<file path="config.mk">
export PLATFORM = sky130hd
export DESIGN_NAME = switch_allocator_flat
export DESIGN_NICKNAME = d
export VERILOG_FILES = /design/src/rtl/noc_pkg.sv /design/src/rtl/switch_allocator_if.sv /design/src/rtl/rr_arbiter.sv /design/src/rtl/switch_allocator.sv /design/src/flat_wrapper.sv
export SDC_FILE = /design/constraint.sdc
export NUM_CORES = 1
export LEC_CHECK = 0
export CORE_ASPECT_RATIO = 0.75
export CORE_UTILIZATION = 40
export DETAILED_ROUTE_END_ITERATION = 8
export GPL_TIMING_DRIVEN = 0
export HOLD_SLACK_MARGIN = 0.12
export SLEW_MARGIN = 20
export SYNTH_ARGS = -nofsm -noshare
export SYNTH_HDL_FRONTEND = slang
export SYNTH_HIERARCHICAL = 1
export SYNTH_SLANG_ARGS = --single-unit
</file>
<file path="constraint.sdc">
create_clock -name clk -period 7.4 [get_ports clk]
set_input_delay 1.11 -clock clk [delete_from_list [all_inputs] [get_ports clk]]
set_output_delay 1.11 -clock clk [all_outputs]
set_load 0.1 [all_outputs]
</file>
<file path="src/rtl/noc_pkg.sv">
// Shared definitions for the mesh router: port indices, port count and
// the credit counter width helper.
package noc_pkg;

  // Number of router ports (local plus four mesh directions).
  localparam int NUM_PORTS = 5;

  // Port index order used for every request/grant vector in the router.
  typedef enum logic [2:0] {
    LOCAL = 3'd0,
    NORTH = 3'd1,
    EAST  = 3'd2,
    SOUTH = 3'd3,
    WEST  = 3'd4
  } port_e;

  // Bits needed to hold a credit count in the range 0..depth.
  function automatic int credit_w(input int depth);
    return $clog2(depth + 1);
  endfunction

endpackage

</file>
<file path="src/rtl/switch_allocator_if.sv">
// Bundle between the input-port side (routing, buffers) and the switch
// allocator (crossbar selects, buffer pops, debug view of per-output state).
//
// Handshake: there is no valid/ready pair. A non-zero request row is the
// valid for that input's head flit. The matching o_input_grant bit is the
// same-cycle acceptance, and the buffer pops on the following clock edge.
// i_credit is a single-cycle pulse, one credit per asserted cycle.
interface switch_allocator_if
  import noc_pkg::*;
#(
  parameter int M  = NUM_PORTS,
  parameter int CW = 3
);
  logic [0:M-1][0:M-1]    i_output_req;
  logic [0:M-1]           i_head;
  logic [0:M-1]           i_tail;
  logic [0:M-1]           i_credit;
  logic [0:M-1][0:M-1]    o_grant;
  logic [0:M-1]           o_input_grant;
  logic [0:M-1][CW-1:0]   dbg_credits;
  logic [0:M-1]           dbg_lock;

  // Router side: drives flit requests and credit returns.
  modport master (
    output i_output_req, i_head, i_tail, i_credit,
    input  o_grant, o_input_grant, dbg_credits, dbg_lock
  );

  // Allocator side.
  modport slave (
    input  i_output_req, i_head, i_tail, i_credit,
    output o_grant, o_input_grant, dbg_credits, dbg_lock
  );
endinterface

</file>
<file path="src/rtl/rr_arbiter.sv">
// Combinational round-robin arbiter: picks the first requester after the
// pointer position, wrapping modulo N.
module rr_arbiter #(
  parameter int N  = 5,
  parameter int IW = (N > 1) ? $clog2(N) : 1
) (
  input  logic [N-1:0]  i_req,
  input  logic [IW-1:0] i_ptr,
  input  logic          i_en,
  output logic [N-1:0]  o_gnt,
  output logic [IW-1:0] o_idx
);
  int   c;
  logic found;

  // Scan ptr+1, ptr+2, ... and grant the first requester found.
  always_comb begin
    o_gnt = '0;
    o_idx = '0;
    found = 1'b0;
    c     = 0;
    for (int k = 1; k <= N; k++) begin
      c = (int'(i_ptr) + k) % N;
      if (i_en && !found && i_req[c]) begin
        found    = 1'b1;
        o_gnt[c] = 1'b1;
        o_idx    = IW'(c);
      end
    end
  end
endmodule

</file>
<file path="src/rtl/switch_allocator.sv">
// Per-output wormhole switch allocator: round-robin among head flits,
// output locked to one input from head to tail, grants gated by credits.
module switch_allocator
  import noc_pkg::*;
#(
  parameter int M     = NUM_PORTS,
  parameter int DEPTH = 4
) (
  input  logic              clk,
  input  logic              reset,
  switch_allocator_if.slave bus
);
  localparam int CW = credit_w(DEPTH);
  localparam int IW = (M > 1) ? $clog2(M) : 1;

  logic [M-1:0][IW-1:0] ptr_q, ptr_d;
  logic [M-1:0][IW-1:0] owner_q, owner_d;
  logic [M-1:0]         lock_q, lock_d;
  logic [M-1:0][CW-1:0] credits_q, credits_d;

  logic [M-1:0][M-1:0]  elig;      // [o][i]
  logic [M-1:0]         arb_en;
  logic [M-1:0][M-1:0]  gnt;       // [o][i]
  logic [M-1:0][IW-1:0] win_idx;
  logic [M-1:0]         win;
  logic [M-1:0]         credit_ovf;

  // Eligible inputs per output: heads when unlocked, only the owner when locked.
  always_comb begin
    elig   = '0;
    arb_en = '0;
    for (int o = 0; o < M; o++) begin
      arb_en[o] = !reset && (credits_q[o] != '0);
      for (int i = 0; i < M; i++) begin
        if (lock_q[o]) begin
          elig[o][i] = (owner_q[o] == IW'(i)) && bus.i_output_req[i][o];
        end else begin
          elig[o][i] = bus.i_output_req[i][o] && bus.i_head[i];
        end
      end
    end
  end

  for (genvar go = 0; go < M; go++) begin : g_arb
    rr_arbiter #(.N(M), .IW(IW)) u_arb (
      .i_req (elig[go]),
      .i_ptr (ptr_q[go]),
      .i_en  (arb_en[go]),
      .o_gnt (gnt[go]),
      .o_idx (win_idx[go])
    );
  end

  // Crossbar selects and per-input pop strobes.
  always_comb begin
    bus.o_grant       = '0;
    bus.o_input_grant = '0;
    win               = '0;
    for (int o = 0; o < M; o++) begin
      win[o] = |gnt[o];
      for (int i = 0; i < M; i++) begin
        bus.o_grant[o][i]    = gnt[o][i];
        bus.o_input_grant[i] = bus.o_input_grant[i] | gnt[o][i];
      end
    end
  end

  // Next pointer, lock/owner and credit count for each output.
  always_comb begin
    ptr_d      = ptr_q;
    owner_d    = owner_q;
    lock_d     = lock_q;
    credits_d  = credits_q;
    credit_ovf = '0;
    for (int o = 0; o < M; o++) begin
      if (win[o]) begin
        ptr_d[o] = win_idx[o];
        if (bus.i_tail[win_idx[o]]) begin
          lock_d[o] = 1'b0;
        end else if (bus.i_head[win_idx[o]]) begin
          lock_d[o]  = 1'b1;
          owner_d[o] = win_idx[o];
        end
      end
      if (win[o] && !bus.i_credit[o]) begin
        credits_d[o] = credits_q[o] - CW'(1);
      end else if (!win[o] && bus.i_credit[o]) begin
        // A return beyond DEPTH is a downstream protocol error; hold at DEPTH.
        if (credits_q[o] == CW'(DEPTH)) begin
          credit_ovf[o] = 1'b1;
        end else begin
          credits_d[o] = credits_q[o] + CW'(1);
        end
      end
    end
  end

  // State registers; reset drops any lock and refills credits.
  always_ff @(posedge clk or posedge reset) begin
    if (reset) begin
      for (int o = 0; o < M; o++) begin
        ptr_q[o]     <= IW'(M - 1);
        owner_q[o]   <= '0;
        credits_q[o] <= CW'(DEPTH);
      end
      lock_q <= '0;
    end else begin
      ptr_q     <= ptr_d;
      owner_q   <= owner_d;
      lock_q    <= lock_d;
      credits_q <= credits_d;
    end
  end

  // Debug view of per-output state.
  always_comb begin
    bus.dbg_credits = '0;
    bus.dbg_lock    = '0;
    for (int o = 0; o < M; o++) begin
      bus.dbg_credits[o] = credits_q[o];
      bus.dbg_lock[o]    = lock_q[o];
    end
  end

  for (genvar ga = 0; ga < M; ga++) begin : g_ovf_chk
    a_credit_ovf : assert property (@(posedge clk) disable iff (reset) !credit_ovf[ga]);
  end

endmodule

</file>
<file path="src/flat_wrapper.sv">
// flat-port wrapper written by rule: the top's interface ports become plain ports
module switch_allocator_flat import noc_pkg::*;
#(
  parameter int M     = NUM_PORTS,
  parameter int DEPTH = 4
)
  (clk, reset, bus_i_output_req, bus_i_head, bus_i_tail, bus_i_credit, bus_o_grant, bus_o_input_grant, bus_dbg_credits, bus_dbg_lock);
  switch_allocator_if #(.M(M), .CW((credit_w(DEPTH)))) bus_i ();
  input  logic clk;
  input  logic reset;
  input wire logic [$bits(bus_i.i_output_req)-1:0] bus_i_output_req;
  input wire logic [$bits(bus_i.i_head)-1:0] bus_i_head;
  input wire logic [$bits(bus_i.i_tail)-1:0] bus_i_tail;
  input wire logic [$bits(bus_i.i_credit)-1:0] bus_i_credit;
  output wire logic [$bits(bus_i.o_grant)-1:0] bus_o_grant;
  output wire logic [$bits(bus_i.o_input_grant)-1:0] bus_o_input_grant;
  output wire logic [$bits(bus_i.dbg_credits)-1:0] bus_dbg_credits;
  output wire logic [$bits(bus_i.dbg_lock)-1:0] bus_dbg_lock;
  assign bus_i.i_output_req = bus_i_output_req;
  assign bus_i.i_head = bus_i_head;
  assign bus_i.i_tail = bus_i_tail;
  assign bus_i.i_credit = bus_i_credit;
  assign bus_o_grant = bus_i.o_grant;
  assign bus_o_input_grant = bus_i.o_input_grant;
  assign bus_dbg_credits = bus_i.dbg_credits;
  assign bus_dbg_lock = bus_i.dbg_lock;
  switch_allocator #(.M(M), .DEPTH(DEPTH)) u_core (.clk(clk), .reset(reset), .bus(bus_i));
endmodule
</file>
==> summary.txt <==
Final layout
  • Fin area: 0.0206 mm²
  • Area grow syn2layout: 13.1%
  • Layout Cells excl Fill: approximately 3,200
  • Nets: 2,845
  • Share of layout cells above drive strength 1: 0.148
  • FILL cells: roughly 4,500
  • Sequential Area: 0.00127 mm²
  • Multi-input gate area: around 0.016 mm²

Setup path
  • CP endpoint kind: output pin
  • Critical setup path kind: reg2out
  • Worst setup startpoint: u_core/ptr_q[6]
  • Arrival @ worst endpoint: roughly 6 ns
  • R2R cell count: 27
  • RR Endpoint: u_core/bus.dbg_credits[2]
  • Worst setup path endpoint: bus_o_input_grant[3]
  • CP Max Fanout: 13
  • Flop-to-flop setup slack: 0.31 ns
  • Startpoint Class: flip-flop
  • RR Startpoint: u_core/ptr_q[12]
  • WP data required: around 6.3 ns

Synth
  • Yosys Warn Count: 6
  • Syn Std Cell Area: 0.0182 mm²
  • Synth Area in XOR/XNOR: 0.0318
  • #FFs+latches synth: 50
  • Number of flops mapped to enable cells by yosys: 0
  • Post-synthesis compound-gate area fraction: 0.339
  • Yosys cell types: 114
  • Post-Synth Adder-Cell Area: 0.114
  • Seq/Total Area, Yosys: 0.0694
  • Combinational family with the most area after synthesis: compound AO/OA/AOI/OAI gates
  • Cells after Synth: around 2,500
  • Post-Syn Area per Cell: 7.26 µm²
  • Mux cell area share after synthesis: 0.0805
  • Ys async rst share: 1.00
  • Synth Area in Simple Gates: 0.290
  • Primary FF master, synth: dfrtp_1
  • Synthesized Nets: 2,715

Floorplan
  • FP Rows: 67
  • Full die area: 0.0464 mm²
  • Core area: about 0.045 mm²
  • Vert. Die Dim: 187 µm
  • Top-level I/O count: 92
  • Starting density of the core: 0.407
  • Die Wd: 248 µm

Min path
  • Min-Delay Path Class: reg2reg
  • Start point of the worst hold path: u_core/ptr_q[14]

Timing
  • RSZ-0062 raised after global routing: true
  • Fin. max-slew vios: 0
  • Slew HR: 0.288
  • Final setup vio count: 0
  • Hold WS: 0.513 ns
  • Period utilization: 0.973
  • Clk_skew: 0.0122 ns
  • Fmax: 139 MHz
  • Fin crit period: just over 7 ns
  • Slew @ Worst Pin: 1.04 ns
  • Final hold violation count: 0

Job
  • MaxCap Viol Count: 0

Routing
  • Final WL: 68,500 µm
  • Via count: 20,772
  • TritonRoute pass-1 iters: 5
  • Detailed-route DRC error count: 0
  • Via/cell ratio: 6.43
  • DRT iter0 DRCs: about 2,200
  • Post-DRT Antenna Nets: 0
  • Routed wire per std cell: 21.2 µm

Clocking
  • Hold Buf Count CTS: 0
  • Worst-skew pair later-pin latency: 0.31 ns
  • CTS Root Cell: clkbuf_16
  • CTS tree: built
  • CTS H-tree depth: 2
  • Clk slew on worst S/H paths: 0.08 ns
  • Total CTS buffers: 5
  • CTS Sinks: 50
  • Clock buffer depth: 2

Global route
  • Initial antenna violation count: 2
  • Total GRT Usage: 0.280
  • Vias in the first global route: 18,637
  • Grt total ovfl: 0
  • Largest net degree at the start of global routing: 51
  • Most used routing layer: met1
  • GRT met2 Usage: 0.412
  • Met3 Resource Use GR: 0.0294
  • Global-route wire length before repair: 106,000 µm
  • GR Layer Usage met1: 0.421

Placed design
  • DP Cell Count: 3,184
  • Port Buffers: 89
  • DP Area: between 0.015 and 0.02 mm²
  • HPWL Detailed: 54,400 µm
  • Placer Congestion: 1.01

Status
  • Run status: completed
-- metal layers --
| layer | routed length (µm) | vias up |
|---|---|---|
| met5 | 0 | - |
| met1 | 32700 | 9948 |
| met3 | 5310 | 94 |
| met4 | 1960 | 0 |
| li1 | - | 9825 |
| met2 | 28500 | 905 |
-- worst min-delay path by stage --
stage,to,slack [ns],depth (start not counted)
2_1_floorplan,u_core/ptr_q[14],0.48,2
3_5_place_dp,u_core/ptr_q[14],0.51,2
6_report,u_core/ptr_q[14],0.51,2
4_1_cts,u_core/ptr_q[14],0.52,2
3_3_place_gp,u_core/ptr_q[14],0.50,2
5_1_grt,u_core/ptr_q[14],0.54,2
-- placed cells by master, fill, tap and decap left out, types with 16 or more instances in the layout --
cell,synthesis,routed
nand2_1,205,202
nor2_1,173,171
inv_1,170,167
ha_1,160,157
o21ai_0,130,126
a21oi_1,122,120
nor3_1,115,110
mux2i_1,102,101
buf_4,26,68
nand3_1,67,66
clkdlybuf4s50_1,0,59
a211oi_1,60,58
nand2b_1,53,53
o211ai_1,53,53
buf_2,30,47
and2_1,42,42
clkbuf_1,59,41
nor2b_1,41,41
a31oi_1,44,40
or3_1,37,37
dfrtp_1,40,32
xnor2_1,36,31
mux2_2,28,28
nor3b_1,28,27
o21a_1,27,27
and3_1,27,27
o22ai_1,27,26
o31ai_1,23,23
nand4b_1,23,23
a32o_1,22,22
nand4_1,22,22
o32ai_1,19,18
or4_1,17,17
o21ai_1,19,17
a2111oi_0,22,17
a22oi_1,16,16
a211o_1,16,16
-- cell usage after synthesis (26+ instances only) --
cell type	instances	area [µm²]
mux2i_1	102	1020
nand2b_1	53	332
or3_1	37	231
inv_1	170	638
buf_2	30	150
and3_1	27	169
dfrtp_1	40	1000
o211ai_1	53	398
nor2_1	173	649
a211oi_1	60	450
a31oi_1	44	275
o21a_1	27	203
clkbuf_1	59	221
nor3b_1	28	210
a21oi_1	122	611
nor3_1	115	576
nand2_1	205	769
mux2_2	28	315
o22ai_1	27	169
o21ai_0	130	651
xnor2_1	36	315
nor2b_1	41	257
and2_1	42	263
ha_1	160	2000
buf_4	26	195
nand3_1	67	335
-- cells by family after synthesis --
kind of cell / count (synthesis)
multiplexers: 139
AO/OA/AOI/OAI: 829
XOR/XNOR: 52
flip-flops: 50
buffers and inverters: 314
adder cells (fa/ha/maj): 164
AND/OR/NAND/NOR: 961
-- sequential cells by signal (all words and copies together) (netlist names) --
register and count:
u_core/owner_q 15, u_core/ptr_q 15, u_core/lock_q 5, u_core/bus.dbg_credits 15
-- final cells by class --
class	instances	share of cell area
Antenna cell	2	0.000243
Buffer	131	0.0364
Clock buffer	8	0.00710
Inverter	182	0.0335
Multi-Input combinational cell	2145	0.774
Sequential cell	50	0.0618
Tap cell	586	0.0356
Timing Repair Buffer	124	0.0511
-- metrics by stage --
stage / util / TNS [ns] / setup slack, ns
global placement: 0.446 / -20.51 / -1.16
detailed placement: 0.446 / -22.68 / -1.24
finish: 0.460 / 0 / 0.203
CTS: 0.452 / 0 / 0.000934
global route: 0.460 / -0.0688 / -0.0642
floorplan: - / -0.234 / -0.136
-- repair_timing --
action	CTS	global route
setup buffers	7	28
hold endpoints to repair	0	0
endpoints found under the setup margin	41	46
gates resized for setup	165	87
pin swaps	7	16
-- critical path, stage by stage (launching register included) --
cell       delay [ns]
dfrtp_2          0.42
buf_4            0.21
inv_1            0.07
clkbuf_2         0.22
buf_6            0.22
ha_2             0.44
clkbuf_4         0.26
inv_1            0.08
clkbuf_4         0.23
ha_1             0.29
and4bb_2         0.29
a2111oi_0        0.50
a41o_1           0.23
or2_4            0.18
mux2_4           0.30
o21a_4           0.23
and2_1           0.19
o211ai_1         0.20
nand4b_1         0.40
nor3_4           0.47
nand2_1          0.10
buf_4            0.24
Power is not shown: default switching activity piles up to over one toggle a cycle in this logic, so the estimate is an artifact.
